<file path="src/rtl/reg_list_encoder.sv">
// reg_list_encoder: walks an N-bit register-list mask and emits the index of
// each set bit, lowest first, one index per accepted output handshake.
//
// Output handshake: an index transfers on any rising clk edge where
// out_valid && out_ready. out_valid stays high and out_index/out_last stay
// stable until that transfer happens; out_valid never depends on out_ready.
module reg_list_encoder #(
  parameter int N = 32,
  parameter int W = 5
) (
  input  logic         clk,
  input  logic         reset_n,
  input  logic         start,
  input  logic [N-1:0] mask,
  input  logic         flush,
  output logic         out_valid,
  input  logic         out_ready,
  output logic [W-1:0] out_index,
  output logic         out_last,
  output logic         busy,
  output logic         done,
  output logic [W:0]   count
);

  localparam logic [0:0] ST_IDLE = 1'b0;
  localparam logic [0:0] ST_RUN  = 1'b1;

  logic [0:0]   state_q, state_d;
  logic [N-1:0] pending_q, pending_d;
  logic         done_q, done_d;
  logic [W:0]   count_q, count_d;

  logic [N-1:0] lowest_onehot;
  logic [W-1:0] lowest_index;
  logic [W:0]   mask_popcount;

  // Lowest pending bit as a one-hot and as a binary index.
  always_comb begin
    lowest_onehot = pending_q & (~pending_q + {{(N-1){1'b0}}, 1'b1});
    lowest_index  = '0;
    for (int i = N - 1; i >= 0; i--) begin
      if (pending_q[i]) lowest_index = W'(i);
    end
  end

  // Number of registers in the incoming list.
  always_comb begin
    mask_popcount = '0;
    for (int i = 0; i < N; i++) begin
      mask_popcount = mask_popcount + {{W{1'b0}}, mask[i]};
    end
  end

  // Outputs come only from registered state.
  always_comb begin
    busy      = (state_q == ST_RUN);
    out_valid = (state_q == ST_RUN);
    out_index = lowest_index;
    // Exactly one bit left: clearing the lowest bit leaves nothing.
    out_last  = (state_q == ST_RUN) && ((pending_q & ~lowest_onehot) == '0);
    done      = done_q;
    count     = count_q;
  end

  // Next-state logic: flush wins over start and over a handshake.
  always_comb begin
    state_d   = state_q;
    pending_d = pending_q;
    count_d   = count_q;
    done_d    = 1'b0;
    if (flush) begin
      state_d   = ST_IDLE;
      pending_d = '0;
    end else begin
      case (state_q)
        ST_IDLE: begin
          if (start) begin
            count_d = mask_popcount;
            if (mask != '0) begin
              pending_d = mask;
              state_d   = ST_RUN;
            end else begin
              // Empty list completes immediately without emitting anything.
              done_d = 1'b1;
            end
          end
        end
        ST_RUN: begin
          if (out_ready) begin
            pending_d = pending_q & ~lowest_onehot;
            if (out_last) begin
              pending_d = '0;
              state_d   = ST_IDLE;
              done_d    = 1'b1;
            end
          end
        end
        default: begin
          state_d   = ST_IDLE;
          pending_d = '0;
        end
      endcase
    end
  end

  // State registers with asynchronous clear.
  always_ff @(posedge clk or negedge reset_n) begin
    if (!reset_n) begin
      state_q   <= ST_IDLE;
      pending_q <= '0;
      done_q    <= 1'b0;
      count_q   <= '0;
    end else begin
      state_q   <= state_d;
      pending_q <= pending_d;
      done_q    <= done_d;
      count_q   <= count_d;
    end
  end

endmodule
</file>
<file path="config.mk">
export PLATFORM = sky130hd
export DESIGN_NAME = reg_list_encoder
export DESIGN_NICKNAME = d
export VERILOG_FILES = /design/src/rtl/reg_list_encoder.sv
export SDC_FILE = /design/constraint.sdc
export NUM_CORES = 1
export LEC_CHECK = 0
export CORE_MARGIN = 1.5
export CORE_UTILIZATION = 60
export CTS_CLUSTER_DIAMETER = 150
export DETAILED_ROUTE_END_ITERATION = 6
export PLACE_DENSITY_LB_ADDON = 0.12
export SETUP_SLACK_MARGIN = 0.05
export SLEW_MARGIN = 20
export SYNTH_ARGS = -nofsm -noshare
export SYNTH_HDL_FRONTEND = slang
export SYNTH_SLANG_ARGS = --single-unit
</file>
<file path="constraint.sdc">
create_clock -name clk -period 5.6 [get_ports clk]
set_input_delay 0.84 -clock clk [delete_from_list [all_inputs] [get_ports clk]]
set_output_delay 0.84 -clock clk [all_outputs]
set_load 0.05 [all_outputs]
</file>
==> results.cfg <==
[status]
status = complete, no violations

[die]
initial_core_util_pct = 63.7
pin_count = 52
rows = 27
coreArea_um2 = 5640
dieWidth_um = 80.4
die_y_um = 80.4
dieArea_um2 = 6460

[clocking]
cts_buffers = 5
post_cts_resized = 0
cts.path.max_buffers = 2
cts_hold_buf = 0
clkTransAtPathRegs_ps = 90
cts_sinks = 40
h-tree-depth = 2
clk_latency_ps = 290
root_buffer = clkbuf_8
cts_tree = built
cts_setup_buffers = 0

[sta]
slew_headroom_pct = 35.2
finalMaxSlewViolations = 0
setup-violations-final = 0
fin_setup_tns_ps = 0
holdWs_ps = 483
period_minus_slack_ps = 5330
finalHoldViolations = 0
tightest_slew_ps = 971
max_freq_mhz = 188
rsz0062_at_grt = false
clock_skew_ps = 8.39
period_share_pct = 95.1
setup_ws_ps = 275

[worst_setup_path]
cp_cell_sequence = clkdlybuf4s50_1 > fa_1 > inv_1 > fa_1 > inv_1 > fa_1 > inv_1 > fa_1 > fa_1 > fa_1 > inv_1 > ha_1 > inv_1 > fa_1 > inv_1 > a21o_1 > a21oi_1 > xor2_1 > o21ai_0
start_kind = input pin
worstSetupPathType = input pin to register
cp-startpoint = mask[17]
worst_path_max_delay_cell = fa_1
r2r-start = busy$_DFF_PN0_
timing.rr.end = pending_q[18]$_DFFE_PN0P_
worstPathRequired_ps = 5820
path_max_fanout = 2
crit_top_cell = fa_1
reg2reg_depth = 9
slowest_delay_ps = 550
cp.arrival_ps = 5540
critPathBufInv = 7
timing.reg2reg.setup_slack_ps = 2640
critPathTopFamily = adder cells
worst_setup_path_end_kind = register

[placement]
gp_congestion = 0.913
dp_slack_ps = -63.0
port_buffers = 51
dp.cells = 537
dp_hpwl_mm = 7.34

[route]
final_antenna_net_count = 0
wire_per_inst_um = 18.0
wl_mm = 9.78
drt_iter0_drc = 343
viasPerCell = 6.44
num_vias = 3512
first_pass_iters = 5
drc = 0

[final_layout]
layout.cells.non_filler = 545
final_common_cell = clkdlybuf4s50_1
drive_gt1_share_pct = 9.09
antennaDiodeCount = 0
final_cell_mix = 50 x clkdlybuf4s50_1, 49 x nand2_1, 42 x nor2_1
post-route-util_pct = 74.9
syn2layout_area_growth_pct = 17.7
fin_nets = 541

[synth]
synth_top_area_share_pct = 27.9
async_flop_share_pct = 100
syn_area_per_cell_um2 = 8.31
synth_cell_types = 61
synth_area_leader_cell = dfrtp_1
synth-edff-count = 0
ys.flop_type = dfrtp_1
syn_inst = 432
ys_ff_latch = 40
synth.cell_area_um2 = 3590
yosysSeqAreaShare_pct = 27.9
ys_warn_count = 0
syn-num-nets = 501
synth_area_leaders = dfrtp_1 28%, fa_1 13%, nand2_1 5.1%

[power_and_ir_drop]
peakVddDrop_mv = 0.694
p_leak_nw = 1.84
power_density_nw_per_um2 = 384

[global_routing]
overflow = 0
antenna_found_initial = 0
grt_max_degree = 41
grt_pass1_wl_mm = 16.2
grt_usage_pct = 33.1
grt_pass1_vias = 3363

[flow_run]
drv_cap = 0

[worst_hold_path]
hold_path.class = register to register
min-delay-start = count[3]$_DFFE_PN0P_
min_path_cells = 2
hold_path_end = count[3]$_DFFE_PN0P_
state kept, by name, summed over array words and instances, names as in the netlist:
| signal | flops |
|---|---|
| pending_q | 32 |
| busy | 1 |
| count | 6 |
| done | 1 |
cells by family (layout without fill, tap and decap cells):
logic type,after synthesis,in the layout,share of synthesized area (%)
XOR/XNOR,3,3,0.732
multiplexers,2,2,0.592
AO/OA/AOI/OAI,118,118,21.3
flip-flops,40,40,27.9
adder cells (fa/ha/maj),34,34,16.8
AND/OR/NAND/NOR,161,161,23.6
buffers and inverters,74,115,9.09
area by class of cell:
cell class,count,area (um2)
clock buffers,6,82.6
clock inverters,2,10.0
fillers,437,1420
inverters,40,150
multi-input cells,318,2270
flip-flops and latches,40,1000
well taps,72,90.1
repair buffers,67,626
cells in the mapped netlist (3+ instances only):
cell,instances
a21boi_0,3
a22oi_1,18
a2111oi_0,3
nand2b_1,3
nor2_1,43
nand4_1,5
buf_2,4
a21o_1,6
inv_1,40
nand2_1,49
nor4_1,16
a21oi_1,27
ha_1,8
buf_6,5
or4_4,3
a2bb2oi_1,3
a211oi_1,3
nor3_1,19
o21ai_0,33
nor2b_1,3
clkbuf_1,21
dfrtp_1,40
xor2_1,3
fa_1,24
worst register-to-register path, cell delays in order (launching register included):
cell and delay [ps]:
dfrtp_1 390, buf_4 270, nor4_1 330, nand4_1 130
nor2_1 250, a21o_1 540, nor2_2 360, buf_4 280
a22oi_1 220, nor2_1 70
metrics by stage:
| step | total power, mW | cell area, um2 |
|---|---|---|
| detailed placement | 1.42 | 4130 |
| finish | 1.62 | 4230 |
| global route | 1.78 | 4230 |
| floorplan | 1.14 | 3590 |
| CTS | 1.63 | 4230 |
| global placement | 1.40 | 4130 |
power by group:
| group | internal, mW | switching [mW] |
|---|---|---|
| registers | 0.324 | 0.0473 |
| clock network | 0.0986 | 0.109 |
| logic | 0.458 | 0.586 |
metal layers:
layer	wire [um]	GRT usage, %	part of all wire [%]
met1	4180	46.4	43
met2	4490	50.0	46
met3	876	6.48	9.0
met4	241	13.1	2.5
met5	0	0	0
worst max path at each step:
| stage | end | depth (start not counted) |
|---|---|---|
| 2_1_floorplan | count[4]$_DFFE_PN0P_ | 18 |
| 3_3_place_gp | count[4]$_DFFE_PN0P_ | 19 |
| 3_5_place_dp | count[4]$_DFFE_PN0P_ | 19 |
| 4_1_cts | count[4]$_DFFE_PN0P_ | 19 |
| 5_1_grt | count[5]$_DFFE_PN0P_ | 15 |
| 6_report | count[4]$_DFFE_PN0P_ | 19 |
No activity file was read; power rests on OpenSTA's default activity.
